**src/rtl/mirfak_lsu_pkg.sv**
```systemverilog
// mirfak_lsu_pkg
// Shared definitions for the Mirfak load/store unit.
//   - MEM_SIZE_* : encodings of the size_i access-size field
//   - lsu_state_e: LSU sequencer states (also exported on dbg_state_o)
//   - lane_offset: byte offset within the word actually used for lane
//                  select and load shift
//   - misaligned_access: natural-alignment test for an access
package mirfak_lsu_pkg;

    localparam logic [1:0] MEM_SIZE_BYTE = 2'b00;
    localparam logic [1:0] MEM_SIZE_HALF = 2'b01;
    localparam logic [1:0] MEM_SIZE_WORD = 2'b10;

    typedef enum logic [1:0] {
        LSU_IDLE = 2'b00,
        LSU_BUS  = 2'b01,
        LSU_DONE = 2'b10
    } lsu_state_e;

    // Address bits below the access size are dropped, so half and word
    // accesses always land on their natural lanes. The reserved size
    // encoding behaves as a word.
    function automatic logic [1:0] lane_offset(input logic [1:0] size,
                                               input logic [1:0] addr_lo);
        case (size)
            MEM_SIZE_BYTE: return addr_lo;
            MEM_SIZE_HALF: return {addr_lo[1], 1'b0};
            default:       return 2'b00;
        endcase
    endfunction

    function automatic logic misaligned_access(input logic [1:0] size,
                                               input logic [1:0] addr_lo);
        case (size)
            MEM_SIZE_BYTE: return 1'b0;
            MEM_SIZE_HALF: return addr_lo[0];
            default:       return (addr_lo != 2'b00);
        endcase
    endfunction

endpackage

```
**src/rtl/mirfak_lsu_fmt.sv**
```systemverilog
// mirfak_lsu_fmt
// Purely combinational data formatting for the LSU.
//   Store side: st_size/st_off/st_wdata -> st_sel (byte lanes), st_data
//               (store data replicated across all lanes).
//   Load side : ld_dat shifted down by ld_off bytes, then sign- or
//               zero-extended per ld_size/ld_unsigned -> ld_data.
//               Stores (ld_we=1) produce zero.
module mirfak_lsu_fmt
    import mirfak_lsu_pkg::*;
(
    input  logic [1:0]  st_size,
    input  logic [1:0]  st_off,
    input  logic [31:0] st_wdata,
    output logic [3:0]  st_sel,
    output logic [31:0] st_data,
    input  logic        ld_we,
    input  logic [1:0]  ld_size,
    input  logic [1:0]  ld_off,
    input  logic        ld_unsigned,
    input  logic [31:0] ld_dat,
    output logic [31:0] ld_data
);

    logic [31:0] shifted;

    always_comb begin
        st_sel  = 4'b1111;
        st_data = st_wdata;
        case (st_size)
            MEM_SIZE_BYTE: begin
                st_sel  = 4'b0001 << st_off;
                st_data = {4{st_wdata[7:0]}};
            end
            MEM_SIZE_HALF: begin
                st_sel  = 4'b0011 << st_off;
                st_data = {2{st_wdata[15:0]}};
            end
            default: ;
        endcase
    end

    always_comb begin
        shifted = ld_dat >> {ld_off, 3'b000};
        ld_data = shifted;
        case (ld_size)
            MEM_SIZE_BYTE: ld_data = {{24{~ld_unsigned & shifted[7]}}, shifted[7:0]};
            MEM_SIZE_HALF: ld_data = {{16{~ld_unsigned & shifted[15]}}, shifted[15:0]};
            default: ;
        endcase
        if (ld_we) begin
            ld_data = 32'h0;
        end
    end

endmodule

```
**src/rtl/mirfak_lsu.sv**
```systemverilog
// mirfak_lsu
// Load/store unit: runs one Wishbone B4 classic cycle per memory
// instruction, stalls the pipeline until it completes and returns
// formatted load data.
//   Pipeline side : valid_i, kill_i, we_i, size_i, unsigned_i, addr_i,
//                   wdata_i -> rdata_o, done_o, stall_o
//   Exceptions    : misaligned_o, bus_error_o, fault_addr_o
//   Wishbone      : dwbm_* master request / response
//   Debug         : dbg_state_o (current sequencer state)
// Build option: define MIRFAK_LSU_MISALIGN_CHECK_EN to raise misaligned_o
// on unaligned half/word accesses; otherwise the low address bits are
// ignored and every valid, unkilled request runs a bus cycle.
//
// Handshake: a request is taken in IDLE when valid_i=1 and kill_i=0 (and
// it is not misaligned); stall_o stays high until the cycle in which
// done_o pulses. Wishbone: cyc/stb stay high and all request fields stay
// stable until ack or err is seen; err wins over ack.
module mirfak_lsu
    import mirfak_lsu_pkg::*;
(
    input  logic        clk_i,
    input  logic        rst_ni,
    input  logic        valid_i,
    input  logic        kill_i,
    input  logic        we_i,
    input  logic [1:0]  size_i,
    input  logic        unsigned_i,
    input  logic [31:0] addr_i,
    input  logic [31:0] wdata_i,
    output logic [31:0] rdata_o,
    output logic        done_o,
    output logic        stall_o,
    output logic        misaligned_o,
    output logic        bus_error_o,
    output logic [31:0] fault_addr_o,
    output logic [31:0] dwbm_addr_o,
    output logic [31:0] dwbm_dat_o,
    output logic [3:0]  dwbm_sel_o,
    output logic        dwbm_we_o,
    output logic        dwbm_cyc_o,
    output logic        dwbm_stb_o,
    input  logic [31:0] dwbm_dat_i,
    input  logic        dwbm_ack_i,
    input  logic        dwbm_err_i,
    output logic [1:0]  dbg_state_o
);

    lsu_state_e  state;
    logic [1:0]  req_off;
    logic        mis;
    logic        start;
    logic        bus_end;
    logic [31:0] fault_addr_q;
    logic [1:0]  ld_size_q;
    logic [1:0]  ld_off_q;
    logic        ld_unsigned_q;
    logic [3:0]  st_sel;
    logic [31:0] st_data;
    logic [31:0] ld_data;

    assign req_off = lane_offset(size_i, addr_i[1:0]);

`ifdef MIRFAK_LSU_MISALIGN_CHECK_EN
    assign mis = (state == LSU_IDLE) & valid_i & ~kill_i &
                 misaligned_access(size_i, addr_i[1:0]);
`else
    assign mis = 1'b0;
`endif

    assign start        = (state == LSU_IDLE) & valid_i & ~kill_i & ~mis;
    assign stall_o      = start | (state == LSU_BUS);
    assign misaligned_o = mis;
    // A misaligned access never reaches the bus, so its address is reported
    // straight from the input in the same cycle.
    assign fault_addr_o = mis ? addr_i : fault_addr_q;
    assign bus_end      = dwbm_cyc_o & dwbm_stb_o & (dwbm_ack_i | dwbm_err_i);
    assign dbg_state_o  = state;

    mirfak_lsu_fmt u_fmt (
        .st_size     (size_i),
        .st_off      (req_off),
        .st_wdata    (wdata_i),
        .st_sel      (st_sel),
        .st_data     (st_data),
        .ld_we       (dwbm_we_o),
        .ld_size     (ld_size_q),
        .ld_off      (ld_off_q),
        .ld_unsigned (ld_unsigned_q),
        .ld_dat      (dwbm_dat_i),
        .ld_data     (ld_data)
    );

    always_ff @(posedge clk_i or negedge rst_ni) begin
        if (!rst_ni) begin
            state         <= LSU_IDLE;
            dwbm_addr_o   <= 32'h0;
            dwbm_dat_o    <= 32'h0;
            dwbm_sel_o    <= 4'h0;
            dwbm_we_o     <= 1'b0;
            dwbm_cyc_o    <= 1'b0;
            dwbm_stb_o    <= 1'b0;
            rdata_o       <= 32'h0;
            done_o        <= 1'b0;
            bus_error_o   <= 1'b0;
            fault_addr_q  <= 32'h0;
            ld_size_q     <= MEM_SIZE_BYTE;
            ld_off_q      <= 2'b00;
            ld_unsigned_q <= 1'b0;
        end else begin
            case (state)
                LSU_IDLE: begin
                    if (start) begin
                        state         <= LSU_BUS;
                        dwbm_addr_o   <= {addr_i[31:2], 2'b00};
                        dwbm_dat_o    <= st_data;
                        dwbm_sel_o    <= st_sel;
                        dwbm_we_o     <= we_i;
                        dwbm_cyc_o    <= 1'b1;
                        dwbm_stb_o    <= 1'b1;
                        fault_addr_q  <= addr_i;
                        ld_size_q     <= size_i;
                        ld_off_q      <= req_off;
                        ld_unsigned_q <= unsigned_i;
                    end
                end
                LSU_BUS: begin
                    if (bus_end) begin
                        state       <= LSU_DONE;
                        dwbm_cyc_o  <= 1'b0;
                        dwbm_stb_o  <= 1'b0;
                        rdata_o     <= dwbm_err_i ? 32'h0 : ld_data;
                        bus_error_o <= dwbm_err_i;
                        done_o      <= 1'b1;
                    end
                end
                LSU_DONE: begin
                    state       <= LSU_IDLE;
                    done_o      <= 1'b0;
                    bus_error_o <= 1'b0;
                end
                default: state <= LSU_IDLE;
            endcase
        end
    end

endmodule

```
**config.mk**
```make
export PLATFORM = sky130hd
export DESIGN_NAME = mirfak_lsu
export DESIGN_NICKNAME = d
export VERILOG_FILES = /design/src/rtl/mirfak_lsu_pkg.sv /design/src/rtl/mirfak_lsu_fmt.sv /design/src/rtl/mirfak_lsu.sv
export SDC_FILE = /design/constraint.sdc
export NUM_CORES = 1
export LEC_CHECK = 0
export BUFFER_PORTS_ARGS = -buffer_cell sky130_fd_sc_hd__buf_2
export CORE_ASPECT_RATIO = 0.5
export CORE_MARGIN = 1.5
export CORE_UTILIZATION = 51
export DETAILED_ROUTE_END_ITERATION = 8
export GPL_ROUTABILITY_DRIVEN = 0
export HOLD_SLACK_MARGIN = 0.12
export PLACE_DENSITY_LB_ADDON = 0.08
export SETUP_SLACK_MARGIN = 0.02
export SLEW_MARGIN = 10
export SYNTH_ARGS = -nofsm -noshare
export SYNTH_HDL_FRONTEND = slang
export SYNTH_SLANG_ARGS = --single-unit
```
**constraint.sdc**
```tcl
create_clock -name clk_i -period 3.6 [get_ports clk_i]
set_input_delay 0.36 -clock clk_i [delete_from_list [all_inputs] [get_ports clk_i]]
set_output_delay 0.36 -clock clk_i [all_outputs]
set_load 0.05 [all_outputs]
```
# == Word-level counts from Yosys, hierarchy flattened ==
# Cells that the tools add are included.
# classes
n_reduce_logical,10
eq_ne,6
shifts,3
mux,16
bitwise,9
# ops
cell,count
$pmux 32 s2,2
$mux 32,2
$shr 32x5->32,1
$pmux 2 s2,2
$pmux 4 s2,1
$reduce_and 2->1,4
$eq 2x1->1 const B,3
$logic_not 2->1,3
$pmux 1 s2,3
$and 1x1->1,5
$mux 1,4
$mux 2,2
$ne 2x2->1 const B,2
$reduce_bool 2->1,2
$shl 1x2->4 const A,1
$shl 2x2->4 const A,1
$reduce_and 3->1,1
$eq 2x2->1 const B,1
$not 1->1,2
$or 1x1->1,2
# word_totals
in_bits,106
out_inout_bits,141
register_bits,141

# == Depth between registers and ports, before layout ==
# Gate-level depths: netlist (run 1).
# logic_depth
word_depth,5
depth_mapped,6
mapped_depth_nobuf,4

# == Modules after synthesis ==
# Synthesis (run 1) repeated with hierarchy kept, for this count alone.
# hier_totals
cells_unflattened,705
hier_area_um2,6044.5
# by_module_without_submodules
module,area_each_um2,n_inst,cells_each
mirfak_lsu,4715.8,1,516
mirfak_lsu_fmt,1328.8,1,189

# == Worst setup path before layout (run 1) ==
# No wires, ideal clock.
# synth_path
kind,flip-flop to output port
from,register state[0] (netlist: dbg_state_o[0])
to,output port stall_o
slack_ns,1.265
arrival_time_ns,1.975
path_stages_with_launch,5
cell_sequence,dfrtp_1 -> or4b_1 -> clkbuf_1 -> clkbuf_1 -> nand2_1
# synth_via
elab_chain_cells,4
word_cells_on_any_way,5
# synth_rtl
element,line_no,text
from (decl),mirfak_lsu.sv:48,lsu_state_e state;
from (signal assigned),mirfak_lsu.sv:95,state <= LSU_IDLE;
from (signal assigned),mirfak_lsu.sv:113,state <= LSU_BUS;
from (signal assigned),mirfak_lsu.sv:128,state <= LSU_DONE;
$logic_not 2->1,mirfak_lsu.sv:70,assign start = (state == LSU_IDLE) & valid_i & ~kill_i & ~mis;
$and 1x1->1 (2 in a row),mirfak_lsu.sv:70,
$or 1x1->1 *,mirfak_lsu.sv:71,assign stall_o = start | (state == LSU_BUS);
to (decl),mirfak_lsu.sv:32,"output logic stall_o,"
# Mark *: on every way between the ends. The rest lies on a longest branch, timed or not.

# == Worst setup path after layout (run 1) ==
# layout_path
from,register ld_off_q[1]
to,register rdata_o[16]
# layout_via
elab_chain_cells,5
word_cells_on_any_way,6
# layout_rtl
element,line_no,text
from (decl),mirfak_lsu.sv:55,logic [1:0] ld_off_q;
from (signal assigned),mirfak_lsu.sv:122,ld_off_q <= req_off;
$shr 32x5->32 *,mirfak_lsu_fmt.sv:43,"shifted = ld_dat >> {ld_off, 3'b000};"
$and 1x1->1 (on tied branches),"mirfak_lsu_fmt.sv:47, mirfak_lsu_fmt.sv:46",
$pmux 32 s2 *,mirfak_lsu_fmt.sv:45,case (ld_size)
$mux 32 *,mirfak_lsu_fmt.sv:50,if (ld_we) begin
$mux 32 *,mirfak_lsu.sv:131,rdata_o <= dwbm_err_i ? 32'h0 : ld_data;
to (signal assigned),mirfak_lsu.sv:131,
to (decl),mirfak_lsu.sv:30,"output logic [31:0] rdata_o,"
# Marks and branches as above.
# A chain may end at the register's enable or synchronous reset.

==> metrics.cfg, run 1 <==
[routing]
vias = 4567
dr.pass1.iters = 4
wl_per_cell_um = 15.15
routed_wl_um = 13560
ant_nets = 0
via_per_inst = 5.103
drc = 0
drt_iter0_drc = 173

[die]
die-width_um = 147.3
die-area_um2 = 11060
pin_count = 247
die-height_um = 75.13
start_util_pct = 52.28
num_rows = 26
core_area_um2 = 10150

[clocking]
clock-sinks = 111
cts-htree-levels = 3
cts_buffers = 9
ctsHoldBuffers = 0
ctsLongestPathBuffers = 2
cts-root-buf = clkbuf_16
post-cts-setup-buffer-count = 0
cts_tree = built
clkLatencyLatePin_ps = 350
clkTransAtPathRegs_ps = 70
cts_resized = 0

[logic_synthesis]
yosys.area.top_type = dfrtp_1
synthDistinctLibCells = 34
synth.ff_latch_count = 111
synth_commonest_cells = nand2_1 (184), dfrtp_1 (111), o21ai_0 (51)
seq_area_frac_synth_pct = 52.35
postSynthCellCount = 560
synthFlopType = dfrtp_1
ys_top_cells_by_area = dfrtp_1 (52%), nand2_1 (13%), mux2i_1 (7.4%)
synth_top_area_share_pct = 52.35
synth-edff-count = 0
synth-async-reset-ratio_pct = 100.0
synth_area_per_cell_um2 = 9.476
ys_warn_count = 0
synthesis.area_um2 = 5306
synth_most_common_cell = nand2_1

[timing]
timing.fmax_mhz = 374.0
hold_viol = 0
tightestPinTransition_ps = 1089
maxSlewViolCount = 0
totalNegativeSetupSlack_ps = 0
setup_violations = 0
slew_headroom_pct = 27.38
rsz0062_at_grt = no
period_share_pct = 74.26
fin_worst_skew_ps = 7.204
fin_crit_ps = 2674

[critical_path]
reg2reg_depth = 4
startpoint_type = flip-flop
crit_path_top_delay_cell = dfrtp_1
crit_type = flip-flop to flip-flop
critPathMaxFanout = 33
critPathMaxStageDelay_ps = 1070
crit_required_ps = 3880
arrival_ps = 2960
end_kind = flip-flop
crit_chain = mux4_2 -> nor2_2 -> a2111oi_4 -> a221o_2

[global_routing]
grt_max_degree = 104
track_usage_pct = 24.36
gr-total-overflow = 0
grt_pass1_vias = 4183
antenna_found_initial = 1
grt_pass1_wl_um = 20900

[placement]
port-buffer-count = 243
dp_cells = 880
dp_hpwl_um = 9869

[flow_run]
cap_violations = 0

[min_path]
hp-class = primary input to asynchronous set/reset pin

[layout]
area_growth_pct = 25.11
drive_above_1_share_pct = 38.15
nets = 857
insertedDiodeCount = 0
stdcell_count = 895

[run_status]
status = completed

==> per-stage QoR <==
step                instance area, um^2  setup slack [ps]  util (%)  hold WS (ps)
detailed placement                 6341              1022     62.48         456.2
CTS                                6639             980.9     65.41         174.2
global route                       6639             819.1     65.41         194.0
finish                             6639             926.5     65.41         138.1
global placement                   6341              1075     62.48         450.5
floorplan                          5314              1265         -         64.41
==> cell families after synthesis <==
logic type	after synthesis	share of synthesized area, %
AO/OA/AOI/OAI	98	11.74
buffers and inverters	74	8.158
other	1	0.07067
AND/OR/NAND/NOR	228	18.20
multiplexers	48	9.479
flip-flops	111	52.35
==> placed cells by master (no fill, tap or decap), types with 2 or more instances in the layout <==
cell type	n
a21oi_1	24
a221o_1	10
a221o_2	7
buf_2	242
buf_4	7
clkbuf_16	9
conb_1	3
dfrtp_1	111
inv_1	3
mux2_2	8
mux2i_1	39
nand2_1	184
nand2b_1	4
nand3_1	2
nand3b_1	9
nor2_1	17
nor2_2	2
o21a_1	2
o21ai_0	51
or2_2	2
==> state kept, by name (all words and copies together), names as in the netlist <==
signal,cells
bus_error_o,1
done_o,1
dbg_state_o,2
fault_addr_o,32
rdata_o,32
dwbm_we_o,1
ld_unsigned_q,1
ld_size_q,2
dwbm_stb_o,1
dwbm_sel_o,4
ld_off_q,2
dwbm_dat_o,32
==> metal layers <==
layer	share of wire, %	GRT usage, %	routed length (um)	vias up
li1	-	-	-	2215
met3	7.9	7.636	1073	9
met4	0.66	5.222	90	0
met5	0	0	0	-
met2	48	41.00	6559	173
met1	43	31.67	5839	2170
==> critical path, delay by kind of cell, from the launching register on <==
kind / cells / cell delay, ps
and+or+nand+nor: 1 / 60
DFF: 1 / 1070
AOI/OAI and AO/OA: 2 / 1040
muxes: 1 / 440
==> layout make-up <==
class                           count  area (um^2)
Sequential cell                   111         2778
Tap cell                          140        175.2
Inverter                            3        11.26
Timing Repair Buffer              249         1264
Multi-Input combinational cell    377         2113
Fill cell                         879         3511
Clock inverter                      4        55.05
Clock buffer                       11        242.7
==> path summary, 6_finish.rpt <==
| check | start | end | slack (ps) |
|---|---|---|---|
| setup / recovery | ld_off_q[1] | rdata_o[16] | 930 |
| hold / removal | rst_ni | rdata_o[11] | 140 |
| setup reg to reg | ld_off_q[1] | rdata_o[16] | 930 |
| hold reg to reg | dwbm_sel_o[1] | dwbm_sel_o[1] | 470 |
| max in group asynchronous | rst_ni | fault_addr_o[21] | 2600 |
| min in group clk_i | addr_i[29] | fault_addr_o[29] | 200 |
Power of run 1 is left out: the tool's default activity adds up to more than one toggle a clock period on the data nets, which glitch-free logic cannot reach.
==> run 2, diff against run 1 <==
CORE_UTILIZATION = 47   (was 51)
clock period = 2.5 ns   (was 3.6 ns; I/O delays follow)
==> metrics.cfg, run 2 (synthesized netlist as in run 1, its figures left out) <==
[run_status]
status = finished, violations left
failed_checks = design-rule violations

[global_routing]
grt_pass1_vias = 4590  ; +9.7%
track_usage_pct = 24.90  ; +0.54 points
antenna_found_initial = 0  ; -1
grt_max_degree = 81  ; -22%
grt_pass1_wl_um = 23380  ; +12%
gr-total-overflow = 0  ; unchanged

[critical_path]
crit_type = flip-flop to primary output
arrival_ps = 1850  ; -1110 ps
crit_required_ps = 2250  ; -1630 ps
startpoint_type = flip-flop
critPathMaxFanout = 24  ; -27%
end_kind = primary output

[routing]
drc = 14  ; +14
via_per_inst = 5.042  ; -1.2%
routed_wl_um = 14610  ; +7.7%
dr.pass1.iters = 8  ; +4
ant_nets = 0  ; unchanged
drt_iter0_drc = 273  ; +58%
wl_per_cell_um = 15.57  ; +2.7%
vias = 4729  ; +3.5%

[die]
die-height_um = 78.14  ; +4.0%
num_rows = 27  ; +3.8%
start_util_pct = 48.33  ; -4.0 points
core_area_um2 = 10980  ; +8.2%
die-area_um2 = 11980  ; +8.3%
pin_count = 247  ; unchanged
die-width_um = 153.3  ; +4.1%

[layout]
final_common_cell = buf_2
nets = 894  ; +4.3%
drive_above_1_share_pct = 36.95  ; -1.2 points
stdcell_area_um2 = 7041  ; +6.0%
stdcell_count = 938  ; +4.8%
n_fill_cell = 953  ; +8.4%
register_area_um2 = 2778  ; unchanged
insertedDiodeCount = 0  ; unchanged
multi_input_area_um2 = 2113  ; unchanged
area_growth_pct = 32.68
final_cell_mix = buf_2 (242), nand2_1 (184), dfrtp_1 (111)

[clocking]
cts_tree = built
clkLatencyLatePin_ps = 350  ; about the same
clkTransAtPathRegs_ps = 80  ; about the same
cts-htree-levels = 3  ; unchanged
clock-sinks = 111  ; unchanged
cts-root-buf = clkbuf_16
cts_buffers = 9  ; unchanged
ctsLongestPathBuffers = 2  ; unchanged

[min_path]
hp-class = primary input to flip-flop

[placement]
dp_cells = 889  ; +1.0%
port-buffer-count = 243  ; unchanged
placed_cell_area_um2 = 6415  ; +1.2%
dp_hpwl_um = 10190  ; +3.2%
dp_slack_ps = 442.5  ; -579.2 ps

[timing]
fin_ws_ps = 395.7  ; -530.8 ps
fin_worst_skew_ps = 12.56  ; +5.360 ps
setup_violations = 0  ; unchanged
period_share_pct = 84.17
tightestPinTransition_ps = 1116  ; +26.89 ps
totalNegativeSetupSlack_ps = 0  ; unchanged
fin_crit_ps = 2104
maxSlewViolCount = 0  ; unchanged
timing.fmax_mhz = 475.2
slew_headroom_pct = 25.02  ; -2.4 points
rsz0062_at_grt = no
hold_viol = 0  ; unchanged

[flow_run]
cap_violations = 0  ; unchanged

run 2: changes by cell type in the layout (fill, tap and decap cells not counted), sizes merged:
cell         change
buf              +4
clkbuf           -1
clkinv           +2
clkinvlp         -1
dlygate4sd3     +33
inv              +1
run 2: what timing repair did:
action | 4_1_cts | 5_1_grt
buffers inserted | 0 | 0
setup endpoints to repair | 0 | 0
endpoints found under the hold margin | 69 | 0
hold buffers | 33 | 0
resized for setup | 0 | 0
run 2: final timing paths:
check                      depth (start not counted)  slack (ps)            from             to
max                                                3         400  dbg_state_o[0]        stall_o
max in group asynchronous                          3        1270          rst_ni  dwbm_dat_o[8]
max reg2reg                                        4         440     ld_off_q[1]    rdata_o[18]
min reg2reg                                        2         470   dwbm_sel_o[1]  dwbm_sel_o[1]
min in group asynchronous                          2         430          rst_ni     rdata_o[9]
min                                                3         140      wdata_i[5]  dwbm_dat_o[5]
run 2: per-stage QoR:
stage               hold WS [ps]  utilization [%]
floorplan                 -45.59                -
detailed placement         267.0            58.43
global placement           261.6            58.43
CTS                        129.7            64.13
global route               160.5            64.13
finish                     143.1            64.13
run 2: worst max-delay path, cell delays in order (launching register included):
cell and delay, ps:
dfrtp_1 430, or4b_4 710, nand2_1 110, buf_2 260
run 2: metal layers:
layer	track usage, %	vias up	wire length, um
met1	31.92	2264	6360
met5	0	-	0
met2	42.95	159	7195
met4	5.686	0	147
met3	6.184	11	902
li1	-	2295	-
run 2: layout make-up:
type                    instances  area share, %
inverters                       3         0.1599
well taps                     145          2.577
repair buffers                286          23.60
clock inverters                 6         0.9419
flip-flops and latches        111          39.45
multi-input cells             377          30.02
clock buffers                  10          3.252
Power of run 2 is left out for the same reason.
